[src/rtl/usb4_lane_pkg.sv]
// -----------------------------------------------------------------------------
// usb4_lane_pkg
// Shared definitions for the USB4 logical-layer lane path. The lane serializer
// and the lane deserializer both use these.
//   - frame length constants (8 / 66 / 132 bits) and the lane word width
//   - gen_speed encodings
//   - frame_len_of(): maps a gen_speed code to its frame length in bits
// -----------------------------------------------------------------------------
package usb4_lane_pkg;

    localparam int GEN_LEN_8   = 8;
    localparam int GEN_LEN_132 = 132;
    localparam int GEN_LEN_66  = 66;
    localparam int LANE_WORD_W = 132;

    // Width of a frame-length value. It must hold GEN_LEN_132.
    localparam int LEN_W = 8;

    localparam logic [1:0] GEN_SPEED_8     = 2'b00;
    localparam logic [1:0] GEN_SPEED_132   = 2'b01;
    localparam logic [1:0] GEN_SPEED_66    = 2'b10;
    localparam logic [1:0] GEN_SPEED_8_ALT = 2'b11;

    function automatic logic [LEN_W-1:0] frame_len_of(input logic [1:0] gen_speed);
        logic [LEN_W-1:0] len;
        case (gen_speed)
            GEN_SPEED_132:   len = LEN_W'(GEN_LEN_132);
            GEN_SPEED_66:    len = LEN_W'(GEN_LEN_66);
            GEN_SPEED_8_ALT: len = LEN_W'(GEN_LEN_8);
            default:         len = LEN_W'(GEN_LEN_8);
        endcase
        return len;
    endfunction

endpackage

[src/rtl/lanes_deserializer_lane_shift_in.sv]
// -----------------------------------------------------------------------------
// lane_shift_in
// This is a per-lane bit-insert register. Each enabled clock writes one serial
// bit at position idx. When start is high, the write goes to bit 0 and every
// other bit is cleared, so a new frame never carries bits over from the
// previous one.
// Ports:
//   clk, rst     clock; asynchronous active-high reset
//   clear        synchronous flush of the register (used while the lane is disabled)
//   wr_en        write the sampled bit this cycle
//   start        frame start: the register becomes {0..., bit_in}
//   idx          bit position to write
//   bit_in       sampled serial bit
//   word         registered partial word
//   word_next    the word as it will be after this cycle's write (combinational)
// -----------------------------------------------------------------------------
module lane_shift_in
    import usb4_lane_pkg::*;
#(
    parameter int MAX_W = LANE_WORD_W,
    parameter int CNT_W = LEN_W
) (
    input  logic             clk,
    input  logic             rst,
    input  logic             clear,
    input  logic             wr_en,
    input  logic             start,
    input  logic [CNT_W-1:0] idx,
    input  logic             bit_in,
    output logic [MAX_W-1:0] word,
    output logic [MAX_W-1:0] word_next
);

    // The top level needs the completed word on the same edge that writes the
    // last bit. For that reason the post-write value is exported, in addition
    // to the register itself.
    always_comb begin
        word_next = start ? '0 : word;
        for (int i = 0; i < MAX_W; i++) begin
            if (idx == CNT_W'(i)) begin
                word_next[i] = bit_in;
            end
        end
    end

    always_ff @(posedge clk or posedge rst) begin
        if (rst) begin
            word <= '0;
        end else if (clear) begin
            word <= '0;
        end else if (wr_en) begin
            word <= word_next;
        end
    end

endmodule

[src/rtl/lanes_deserializer.sv]
// -----------------------------------------------------------------------------
// lanes_deserializer
// This is the receive-side deserializer for two USB4 lanes. Each lane is
// sampled one bit per clock, LSB first. The bits are assembled into a
// frame_len-bit word. gen_speed selects the frame length and is latched at
// every frame start. The two lanes run in lockstep: they share one bit
// counter and one valid strobe.
// Ports:
//   clk, rst                        clock; asynchronous active-high reset
//   enable                          low = flush the partial frame and idle
//   gen_speed                       frame length: 00/11 -> 8, 01 -> 132, 10 -> 66
//   Lane_0_rx_in, Lane_1_rx_in      serial lane bits
//   Lane_0_rx_out, Lane_1_rx_out    assembled words; held between frames
//   rx_valid                        one-cycle pulse when both words update
//   enable_descr                    descrambler enable, high while deserializing
//   descr_rst                       descrambler seed reset, high at frame start
// -----------------------------------------------------------------------------
module lanes_deserializer
    import usb4_lane_pkg::*;
#(
    parameter int MAX_W = LANE_WORD_W,
    parameter int CNT_W = LEN_W
) (
    input  logic             clk,
    input  logic             rst,
    input  logic             enable,
    input  logic [1:0]       gen_speed,
    input  logic             Lane_0_rx_in,
    input  logic             Lane_1_rx_in,
    output logic [MAX_W-1:0] Lane_0_rx_out,
    output logic [MAX_W-1:0] Lane_1_rx_out,
    output logic             rx_valid,
    output logic             enable_descr,
    output logic             descr_rst
);

    logic [CNT_W-1:0] bit_idx;
    logic [CNT_W-1:0] frame_len;
    logic             frame_start;
    logic             frame_last;
    logic [MAX_W-1:0] lane0_word;
    logic [MAX_W-1:0] lane1_word;
    logic [MAX_W-1:0] lane0_next;
    logic [MAX_W-1:0] lane1_next;

    // This forces every bit at or above the frame length to zero. A valid
    // frame never writes those positions. The mask still guarantees that a
    // short frame never exposes stale upper bits.
    function automatic logic [MAX_W-1:0] mask_word(input logic [MAX_W-1:0] word,
                                                   input logic [CNT_W-1:0] len);
        logic [MAX_W-1:0] masked;
        masked = word;
        for (int i = 0; i < MAX_W; i++) begin
            if (CNT_W'(i) >= len) begin
                masked[i] = 1'b0;
            end
        end
        return masked;
    endfunction

    assign frame_start = (bit_idx == '0);
    // The minimum frame length is 8. Because of this, the last-bit test never
    // fires together with frame_start, even though frame_len is still the old
    // latched value at that point.
    assign frame_last  = (bit_idx == frame_len - CNT_W'(1));
    assign descr_rst   = frame_start && enable && !rst;

    lane_shift_in #(.MAX_W(MAX_W), .CNT_W(CNT_W)) u_lane0 (
        .clk       (clk),
        .rst       (rst),
        .clear     (!enable),
        .wr_en     (enable),
        .start     (frame_start),
        .idx       (bit_idx),
        .bit_in    (Lane_0_rx_in),
        .word      (lane0_word),
        .word_next (lane0_next)
    );

    lane_shift_in #(.MAX_W(MAX_W), .CNT_W(CNT_W)) u_lane1 (
        .clk       (clk),
        .rst       (rst),
        .clear     (!enable),
        .wr_en     (enable),
        .start     (frame_start),
        .idx       (bit_idx),
        .bit_in    (Lane_1_rx_in),
        .word      (lane1_word),
        .word_next (lane1_next)
    );

    // The registered partial words are only needed inside the sub-modules.
    // The top level uses the post-write values.
    logic unused_words;
    assign unused_words = ^{lane0_word, lane1_word};

    always_ff @(posedge clk or posedge rst) begin
        if (rst) begin
            bit_idx       <= '0;
            frame_len     <= CNT_W'(GEN_LEN_8);
            rx_valid      <= 1'b0;
            enable_descr  <= 1'b0;
            Lane_0_rx_out <= '0;
            Lane_1_rx_out <= '0;
        end else if (!enable) begin
            // The partial frame is dropped. The last completed words stay visible.
            bit_idx      <= '0;
            rx_valid     <= 1'b0;
            enable_descr <= 1'b0;
        end else begin
            enable_descr <= 1'b1;
            rx_valid     <= 1'b0;
            if (frame_start) begin
                // A gen_speed change takes effect only here. A frame that has
                // already started keeps its length.
                frame_len <= CNT_W'(frame_len_of(gen_speed));
                bit_idx   <= CNT_W'(1);
            end else if (frame_last) begin
                Lane_0_rx_out <= mask_word(lane0_next, frame_len);
                Lane_1_rx_out <= mask_word(lane1_next, frame_len);
                rx_valid      <= 1'b1;
                bit_idx       <= '0;
            end else begin
                bit_idx <= bit_idx + CNT_W'(1);
            end
        end
    end

endmodule

[config.mk]
export PLATFORM = sky130hd
export DESIGN_NAME = lanes_deserializer
export DESIGN_NICKNAME = d
export VERILOG_FILES = /design/src/rtl/usb4_lane_pkg.sv /design/src/rtl/lanes_deserializer_lane_shift_in.sv /design/src/rtl/lanes_deserializer.sv
export SDC_FILE = /design/constraint.sdc
export NUM_CORES = 1
export LEC_CHECK = 0
export CORE_ASPECT_RATIO = 1.2
export CORE_MARGIN = 5
export CORE_UTILIZATION = 40
export DETAILED_ROUTE_END_ITERATION = 16
export GPL_ROUTABILITY_DRIVEN = 0
export GPL_TIMING_DRIVEN = 1
export PLACE_DENSITY = 0.64
export SLEW_MARGIN = 20
export SYNTH_ARGS = -nofsm -noshare
export SYNTH_HDL_FRONTEND = slang
export SYNTH_SLANG_ARGS = --single-unit
[constraint.sdc]
create_clock -name clk -period 44.7 [get_ports clk]
set_input_delay 4.47 -clock clk [delete_from_list [all_inputs] [get_ports clk]]
set_output_delay 4.47 -clock clk [all_outputs]
set_load 0.01 [all_outputs]
==> impl_results.md, run 1 <==
* CP Cell Sequence: buf_6 > nand3_1 > nor2_1 > clkdlybuf4s50_1
* Post-route setup TNS at 0 ps
* Root Driver: clkbuf_16
* DP Worst Slack at 34040 ps
* # Post-CTS Setup Buffers at 0
* Crit path buffers/inverters at 2
* Gr ovfl total at 0
* Layout cells sized above 1 at 8.17%
* Final nets at 2250
* Synth top area share at 55.7%
* Slowest cell delay on critical path at 560 ps
* Syn Area/Cell at 11.2 um^2
* Maximum vdd drop at 0.0332 mV
* CP max FO at 116
* Mapped Nets at 2191
* Post-Route Skew at 17.6 ps
* Clock Pin Slew Worst Setup and Hold Paths at 60 ps
* Wire per inst at 24.8 um
* Vias in the first global route at 18800
* Delay-heaviest family, CP: buffers and inverters
* Min Tclk post-route at 10680 ps
* Area contributors post-synth: dfrtp_1, o41ai_1, a32oi_1, nor2b_1, o21ai_0
* Post-synth cell types at 54
* First-pass GRT wire length at 117000 um
* H-Tree Depth at 2
* Num rows at 99
* Endpoints failing setup at 0
* Sink Count at 541
* DRC errors left at 0
* Drt pass-1 iters at 5
* CTS Hold Buffers Added at 0
* Slowest CP cell: clkdlybuf4s50_1
* Fill count at 5540
* Slew HR at 21.1%
* Synthesized cell area at 24300 um^2
* MaxCap Viol Count at 0
* Initial core utilization at 40.1%
* Port Buf Inserts at 273
* Outcome: complete, no violations
* Pleak at 11.6 nW
* Initial antenna violation count at 0
* Clock Latency Late Sink at 610 ps
* Num ports at 274
* YS warnings at 0
* Post-cts sizing count at 0
* CTS tree: built
* Syn Inst Count at 2172
* Arr. time, crit path at 6210 ps
* Fin crit share at 23.9%
* CP endpoint kind: output port
* Die width at 235 um
* Layout area overhead at 19.7%
* Count of final max-slew check failures at 0
* Vias per Instance at 6.18
* RSZ-0062 raised after global routing: false
* Die area at 65700 um^2
* Maximum root-to-sink buffer count at 3
* Main synth FF type: dfrtp_1
* Yosys reg bits at 541
* TritonCTS buffer count at 55
* Highest Clock Rate at 93.6 MHz
* Setup WS post-layout at 34020 ps
* Routed Antenna Nets at 0
* Final Hold Vio Count at 0
* Actual transition at the worst max-transition pin at 1180 ps
* Area leader, netlist: dfrtp_1
* Seq/Total Area, Yosys at 55.8%
* Initial DRC count at 1697
* HPWL after DPL at 44700 um
* P per Cell Area at 36.8 nW/um^2
* CP Launch Type: primary input
* Asr flop ratio synth at 100%
* Core area at 60400 um^2
* Pin count of the biggest net entering global routing at 230
* Number of diodes at 0
* Post-synth EDFFs at 0
* Final wirelength at 76600 um
* WS Path Type: primary input to output port
* Required time of the worst setup path at 40230 ps
* All-Layer GR Usage at 22.4%
* Routed vias at 19100
* Hold Crit Class: flip-flop to flip-flop
* Die Y at 280 um
* Final Util at 48.0%
## power breakdown
part / total [mW] / internal (mW) / switching (mW)
sequential: 0.494 / 0.491 / 0.00286
clock: 0.471 / 0.274 / 0.197
combinational: 0.103 / 0.0240 / 0.0791
## worst reg2reg max path: stages (launching register included)
cell and delay (ps):
dfrtp_1 620, clkinv_2 300, ha_1 330, ha_1 310, xnor2_1 130, nor3_1 100, o2111ai_4 130, buf_4 530
buf_4 800, buf_12 600, nand3_1 760, nor2_1 220
## registers in the layout, indices dropped and copies added, names as in the netlist
signal and cells:
Lane_0_rx_out 132, Lane_1_rx_out 132, u_lane0.word 132, u_lane1.word 132
bit_idx 8, frame_len 3, enable_descr 1, rx_valid 1
## per-stage QoR
stage / hold WS, ps / instances / power (mW) / area (um^2)
final: 499 / 3085 / 1.07 / 29000
after CTS: 500 / 3085 / 1.08 / 29000
after detailed placement: 488 / 2982 / 0.605 / 27200
after global routing: 529 / 3085 / 1.11 / 29000
after global placement: 476 / 2981 / 0.601 / 27100
after floorplan: 493 / 2172 / 0.576 / 24300
## logic make-up after synthesis
kind of cell,count (synthesis),share of synthesized area [%]
AOI/OAI and AO/OA,906,27.7
DFF,541,55.8
and+or+nand+nor,363,9.08
buffers and inverters,318,5.42
muxes,19,0.871
xor gates and xnor gates,13,0.469
adders and majority gates,12,0.619
## worst paths after layout
| check | startpoint | end | slack, ps | cells after the start |
|---|---|---|---|---|
| setup / recovery | enable | descr_rst | 34020 | 4 |
| hold / removal | Lane_1_rx_out[38]$_DFFE_PP0P_ | Lane_1_rx_out[38]$_DFFE_PP0P_ | 500 | 2 |
| setup reg to reg | frame_len[2]$_DFFE_PP0P_ | bit_idx[2]$_DFF_PP0_ | 39800 | 11 |
| hold reg to reg | Lane_1_rx_out[38]$_DFFE_PP0P_ | Lane_1_rx_out[38]$_DFFE_PP0P_ | 500 | 2 |
| max in group asynchronous | rst | Lane_1_rx_out[59]$_DFFE_PP0P_ | 38060 | 4 |
| min in group asynchronous | rst | Lane_1_rx_out[77]$_DFFE_PP0P_ | 4510 | 2 |
## cell usage after synthesis (5+ instances only)
master,count
nand3_1,6
a22oi_1,100
mux2_2,17
a21oi_1,8
inv_1,10
a32oi_1,212
buf_6,11
nor3_1,5
o21ai_0,247
nand2_1,16
and2_1,7
a21boi_0,51
dfrtp_1,540
clkbuf_1,270
buf_2,19
o41ai_2,5
xnor2_1,9
o41ai_1,243
and3_1,5
o21ai_1,24
nor2_1,28
and3b_1,8
ha_1,12
nor2b_1,264
## placed cells by master, fill, tap and decap left out, types with 3 or more instances in the layout
cell type	n
clkbuf_16	55
nand3_1	6
clkdlybuf4s50_1	270
nand4_1	3
nor2b_1	264
nor3_1	4
a21oi_1	8
inv_6	3
mux2_2	17
nor3b_2	3
xor2_1	4
a32oi_1	212
clkinv_2	15
o21ai_1	24
buf_4	29
xnor2_1	9
o41ai_2	5
o31ai_1	3
ha_1	11
nor4b_2	3
and3b_2	6
nor2_1	28
o21ai_0	247
bufinv_16	5
clkbuf_1	13
nand2_1	14
and3_2	4
inv_1	9
buf_6	7
and2_1	7
o41ai_1	243
a22oi_1	100
a21boi_0	51
clkbuf_8	11
dfrtp_1	540
## layer usage
layer	vias up	track usage, %	routed length, um
li1	8484	-	-
met4	0	6.23	2080
met3	108	3.94	4500
met2	617	37.4	37300
met5	-	0	0
met1	9855	30.3	32700
## final cells by class
| class | instances | area, um^2 | area share [%] |
|---|---|---|---|
| Multi-Input combinational cell | 1313 | 9540 | 32.8 |
| Inverter | 11 | 50.0 | 0.172 |
| Sequential cell | 541 | 13500 | 46.6 |
| Timing Repair Buffer | 309 | 3070 | 10.6 |
| Clock inverter | 24 | 262 | 0.900 |
| Tap cell | 808 | 1010 | 3.48 |
| Clock buffer | 79 | 1580 | 5.43 |
Power figures use the tool's default switching activity.
==> run 2, diff against run 1 <==
==> constraint.sdc (replaced) <==
create_clock -name clk -period 10.6 [get_ports clk]
set_input_delay 1.06 -clock clk [delete_from_list [all_inputs] [get_ports clk]]
set_output_delay 1.06 -clock clk [all_outputs]
set_load 0.01 [all_outputs]
==> run 2 against run 1 <==
Net effect: first-iteration DRC count shrank 8.8%; power increased to 4.1 times the previous value; wire length decreased by 2.1%; clock skew fell by 1.4 ps; final cell count hardly changed; die area did not move; combinational power rose to 4.1 times the previous value; global-route usage decreased by 0.35 points; sequential share of layout area up 0.17 points; setup slack worse by 30000 ps; hold slack better by 7.2 ps; non-clock buffer count unchanged; critical path type is now flip-flop to flip-flop; largest cell class unchanged; largest power group unchanged.
==> impl_results.md, run 2 (synthesis gave the netlist of run 1 again) <==
* Final wirelength at 75000 um (-2.1%)
* Pleak at 11.6 nW (-0.51%)
* P_sw at 1.16 mW (+310%)
* Final nets at 2249 (-0.044%)
* Pin count of the biggest net entering global routing at 250 (+8.7%)
* Routed Antenna Nets at 0 (unchanged)
* Root Driver: clkbuf_16
* Number of diodes at 0 (unchanged)
* Sequential share of power at 47.3% (+1.1 points)
* Most frequent cells in the layout: dfrtp_1, clkdlybuf4s50_1, nor2b_1, o21ai_0, o41ai_1
* Slowest cell delay on critical path at 890 ps (+330 ps)
* Slowest CP cell: buf_4
* Delay-heaviest family, CP: buffers and inverters
* Internal power at 3.25 mW (+310%)
* CP max FO at 110 (-5.2%)
* Arr. time, crit path at 6600 ps (+390 ps)
* Post-Route Skew at 16.2 ps (-1.39 ps)
* RSZ-0062 raised after global routing: false
* DRC errors left at 0 (unchanged)
* Port Buf Inserts at 273 (unchanged)
* First-pass GRT wire length at 116000 um (-1.4%)
* Initial DRC count at 1547 (-8.8%)
* Post-cts sizing count at 0 (unchanged)
* Final Hold Vio Count at 0 (unchanged)
* Layout cells sized above 1 at 8.18% (+0.011 points)
* Sw frac at 26.3% (+0.15 points)
* Post-DP Area at 27100 um^2 (-0.13%)
* Total power draw at 4.40 mW (+310%)
* HPWL after DPL at 44700 um (+0.15%)
* Commonest non-fill, non-tap cell in the layout: dfrtp_1
* Clock power frac at 43.0% (-1.1 points)
* Routed vias at 18800 (-1.1%)
* Setup WS post-layout at 4490 ps (-29530 ps)
* Highest Clock Rate at 164 MHz
* Count of final max-slew check failures at 0 (unchanged)
* P per Cell Area at 152 nW/um^2 (+310%)
* CTS Hold Buffers Added at 0 (unchanged)
* Vias in the first global route at 18700 (-0.54%)
* Initial core utilization at 40.1% (unchanged)
* DP Worst Slack at 4610 ps (-29430 ps)
* Crit path buffers/inverters at 5 (+3)
* TritonCTS buffer count at 54 (-1.8%)
* Sink Count at 541 (unchanged)
* Required time of the worst setup path at 11080 ps (-29150 ps)
* Combinational Power Share at 9.6% (about the same)
* Hold Crit Class: flip-flop to flip-flop
* H-Tree Depth at 2 (unchanged)
* WS Path Type: flip-flop to flip-flop
* Num ports at 274 (unchanged)
* Maximum vdd drop at 0.109 mV (+230%)
* Wire per inst at 24.3 um (-2.0%)
* # Post-CTS Setup Buffers at 0 (unchanged)
* Min Tclk post-route at 6110 ps
* Maximum root-to-sink buffer count at 3 (unchanged)
* Final std cell area, no fill at 28900 um^2 (-0.36%)
* Core area at 60400 um^2 (unchanged)
* CTS tree: built
* Worst hold slack at 506 ps (+7.24 ps)
* Slew HR at 20.3% (-0.79 points)
* Outcome: complete, no violations
* Actual transition at the worst max-transition pin at 1200 ps (+11.8 ps)
* CP Launch Type: flip-flop
* CP Cell Sequence: nor4_4 > buf_4 > nand2_2 > buf_4 > nand2_4 > buf_4 > buf_4 > buf_4 > o21ai_0 > o41ai_1
* All-Layer GR Usage at 22.0% (-0.35 points)
* Die Y at 280 um (unchanged)
* Fin crit share at 57.7%
* CP endpoint kind: flip-flop
* Initial antenna violation count at 0 (unchanged)
* Layout area overhead at 19.3%
* Num rows at 99 (unchanged)
* Die width at 235 um (unchanged)
* Most used cell, CP: buf_4
* Gr ovfl total at 0 (unchanged)
* Post-route setup TNS at 0 ps (unchanged)
* MaxCap Viol Count at 0 (unchanged)
* Vias per Instance at 6.12 (-1.0%)
* Clock Latency Late Sink at 600 ps (about the same)
* Drt pass-1 iters at 5 (unchanged)
* Die area at 65700 um^2 (unchanged)
* Endpoints failing setup at 0 (unchanged)
* Clock Pin Slew Worst Setup and Hold Paths at 60 ps (about the same)
run 2: path summary, 6_finish.rpt:
path,to,start,slack [ps],cells after the start
max in group asynchronous,u_lane1.word[61]$_DFF_PP0_,rst,7710,4
setup reg to reg,Lane_0_rx_out[38]$_DFFE_PP0P_,bit_idx[4]$_DFF_PP0_,4490,10
setup / recovery,Lane_0_rx_out[38]$_DFFE_PP0P_,bit_idx[4]$_DFF_PP0_,4490,10
min in group asynchronous,u_lane1.word[68]$_DFF_PP0_,rst,840,2
hold / removal,Lane_1_rx_out[77]$_DFFE_PP0P_,Lane_1_rx_out[77]$_DFFE_PP0P_,510,1
hold reg to reg,Lane_1_rx_out[77]$_DFFE_PP0P_,Lane_1_rx_out[77]$_DFFE_PP0P_,510,1
run 2: stage by stage:
stage / cells / utilization, %
after floorplan: 2172 / -
after global placement: 2981 / 44.9
after detailed placement: 2981 / 44.9
after CTS: 3081 / 47.8
after global routing: 3082 / 47.9
final: 3082 / 47.9
run 2: worst reg2reg max path: cells and delay by family (launching register included):
kind	cells	cell delay, ps
compound gates	2	390
buf+inv	5	4030
flops	1	600
simple gates	3	990
run 2: power groups by stage:
stage	combinational (mW)	sequential, mW	clock (mW)
after global placement	0.413	2.12	0
after CTS	0.422	2.08	1.93
after floorplan	0.315	2.12	0
after detailed placement	0.421	2.12	0
after global routing	0.465	2.08	2.02
final	0.424	2.08	1.90
run 2: routing by layer:
layer  global-route usage (%)  vias to the layer above  wire length (um)
met4                     7.86                        0              2830
met2                     35.5                      597             35700
met5                        0                        -                 0
met3                     4.62                      123              4710
met1                     29.8                     9643             31700
li1                         -                     8484                 -
run 2: area by class of cell:
cell class                      instances  area [um^2]
Clock buffer                           78         1570
Clock inverter                         22          174
Fill cell                            5473        31500
Inverter                               11         46.3
Multi-Input combinational cell       1313         9540
Sequential cell                       541        13500
Tap cell                              808         1010
Timing Repair Buffer                  309         3060
==> run 3, diff against run 2 <==
==> constraint.sdc (replaced) <==
create_clock -name clk -period 6.1 [get_ports clk]
set_input_delay 0.61 -clock clk [delete_from_list [all_inputs] [get_ports clk]]
set_output_delay 0.61 -clock clk [all_outputs]
set_load 0.01 [all_outputs]
==> run 3 against run 2 <==
Net effect: power is 77% higher; sequential power is 74% higher; sequential cell count stayed put; setup slack worse by 2700 ps; critical path depth is 3 lower; final cell count stayed put; core utilization is 0.24 points higher; final area is 0.51% higher; hold slack worse by 220 ps; sequential share of layout area is 0.24 points lower; critical path type is now flip-flop to output port.
==> impl_results.md, run 3 (synthesis gave the netlist of run 1 again) <==
* Slew HR at 24.4% (+4.1 points)
* H-Tree Depth at 2 (unchanged)
* Placed Cells at 2983 (+0.067%)
* Post-Route Skew at 18.3 ps (+2.10 ps)
* Pin count of the biggest net entering global routing at 180 (-28%)
* RSZ-0062 raised after global routing: false
* Total power draw at 7.80 mW (+77%)
* Layout area overhead at 19.9%
* WS Path Type: flip-flop to output port
* Fin crit share at 71.2%
* Clock Latency Late Sink at 600 ps (about the same)
* Die area at 65700 um^2 (unchanged)
* Root Driver: clkbuf_16
* Number of diodes at 0 (unchanged)
* CTS tree: built
* Post-route setup TNS at 0 ps (unchanged)
* Wire length on met1 at 33200 um (+4.7%)
* P per Cell Area at 268 nW/um^2 (+76%)
* TritonCTS buffer count at 54 (unchanged)
* Register area at 13500 um^2 (unchanged)
* Sequential share of power at 46.4% (-0.9 points)
* Initial antenna violation count at 0 (unchanged)
* HPWL after DPL at 45000 um (+0.52%)
* All-Layer GR Usage at 22.4% (+0.38 points)
* Final nets at 2252 (+0.13%)
* Count of final max-slew check failures at 0 (unchanged)
* Num ports at 274 (unchanged)
* Gr ovfl total at 0 (unchanged)
* Pleak at 11.6 nW (+0.53%)
* Arr. time, crit path at 3740 ps (-2860 ps)
* Crit path buffers/inverters at 3 (-2)
* MaxCap Viol Count at 0 (unchanged)
* Endpoints failing setup at 0 (unchanged)
* Highest Clock Rate at 230 MHz
* Routed vias at 19000 (+0.93%)
* Final Hold Vio Count at 0 (unchanged)
* Post-cts sizing count at 0 (unchanged)
* Vias per Instance at 6.17 (+0.93%)
* Clock Pin Slew Worst Setup and Hold Paths at 70 ps (about the same)
* P_sw at 2.01 mW (+74%)
* Wire per inst at 24.9 um (+2.4%)
* Post-route insts no fill at 3082 (unchanged)
* Initial core utilization at 40.1% (unchanged)
* Fill count at 5545 (+1.3%)
* Min Tclk post-route at 4350 ps
* Sw frac at 25.8% (-0.44 points)
* Layout cells sized above 1 at 7.83% (-0.35 points)
* # Post-CTS Setup Buffers at 0 (unchanged)
* Sink Count at 541 (unchanged)
* CP max FO at 86 (-22%)
* DRC errors left at 0 (unchanged)
* Slowest CP cell: buf_4
* Actual transition at the worst max-transition pin at 1130 ps (-61.4 ps)
* DR WL met3 at 4020 um (-15%)
* Delay-heaviest family, CP: buffers and inverters
* Die width at 235 um (unchanged)
* Required time of the worst setup path at 5490 ps (-5590 ps)
* Core area at 60400 um^2 (unchanged)
* Hold Crit Class: primary input to flip-flop
* Max layer used: met4
* CP endpoint kind: output port
* Final wirelength at 76800 um (+2.4%)
* Maximum vdd drop at 0.196 mV (+80%)
* Footprint of the multi-input gates at 9540 um^2 (about the same)
* Routed Antenna Nets at 0 (unchanged)
* Vias in the first global route at 18700 (+0.49%)
* Combinational Power Share at 9.7% (about the same)
* Die Y at 280 um (unchanged)
* Maximum root-to-sink buffer count at 3 (unchanged)
* CP Cell Sequence: inv_1 > ha_1 > nor3b_2 > buf_4 > nand3_1 > nor2_1 > clkdlybuf4s50_1
* Commonest non-fill, non-tap cell in the layout: dfrtp_1
* Initial DRC count at 1521 (-1.7%)
* Num rows at 99 (unchanged)
* Met2 routed WL at 37200 um (+4.1%)
* CP Launch Type: flip-flop
* Slowest cell delay on critical path at 910 ps (+20 ps)
* Drt pass-1 iters at 5 (unchanged)
* Most frequent cells in the layout: dfrtp_1, clkdlybuf4s50_1, nor2b_1, o21ai_0, o41ai_1
* Outcome: complete, no violations
* First-pass GRT wire length at 118000 um (+1.7%)
* Port Buf Inserts at 273 (unchanged)
* Internal power at 5.78 mW (+78%)
* CTS Hold Buffers Added at 0 (unchanged)
* Clock power frac at 43.9% (+0.9 points)
-- run 3: power groups by stage --
stage	clock network [mW]	registers, mW	logic [mW]
after CTS	3.49	3.62	0.753
final	3.42	3.62	0.756
after floorplan	0	3.68	0.547
after global routing	3.63	3.62	0.824
after global placement	0	3.68	0.732
after detailed placement	0	3.69	0.752
-- run 3: routing by layer --
layer / up-vias / track usage (%)
met5: - / 0
met4: 0 / 6.71
li1: 8483 / -
met2: 589 / 37.0
met1: 9823 / 30.6
met3: 128 / 3.91
-- run 3: worst paths after layout --
path | depth (start not counted) | start | end | slack, ps
setup / recovery | 7 | bit_idx[0]$_DFF_PP0_ | descr_rst | 1750
max in group asynchronous | 4 | rst | u_lane1.word[10]$_DFF_PP0_ | 4510
hold / removal | 1 | enable | enable_descr$_DFF_PP0_ | 290
hold reg to reg | 1 | Lane_1_rx_out[76]$_DFFE_PP0P_ | Lane_1_rx_out[76]$_DFFE_PP0P_ | 510
setup reg to reg | 10 | frame_len[2]$_DFFE_PP0P_ | Lane_1_rx_out[14]$_DFFE_PP0P_ | 2430
min in group asynchronous | 3 | rst | Lane_0_rx_out[128]$_DFFE_PP0P_ | 480
-- run 3: per-stage QoR --
step                instance area (um^2)  worst slack (ps)  util [%]  hold WS (ps)
finish                             29100              1750      48.1           286
global route                       29100              1560      48.1           286
CTS                                29000              1740      48.0           265
detailed placement                 27200              2400      45.0           492
global placement                   27200              2490      45.0           478
floorplan                          24300             -1870         -           493
-- run 3: area by class of cell --
cell class | count | area share, %
Clock inverter | 15 | 0.796
Multi-Input combinational cell | 1313 | 32.8
Timing Repair Buffer | 312 | 10.9
Inverter | 11 | 0.159
Tap cell | 808 | 3.48
Sequential cell | 541 | 46.6
Clock buffer | 82 | 5.36
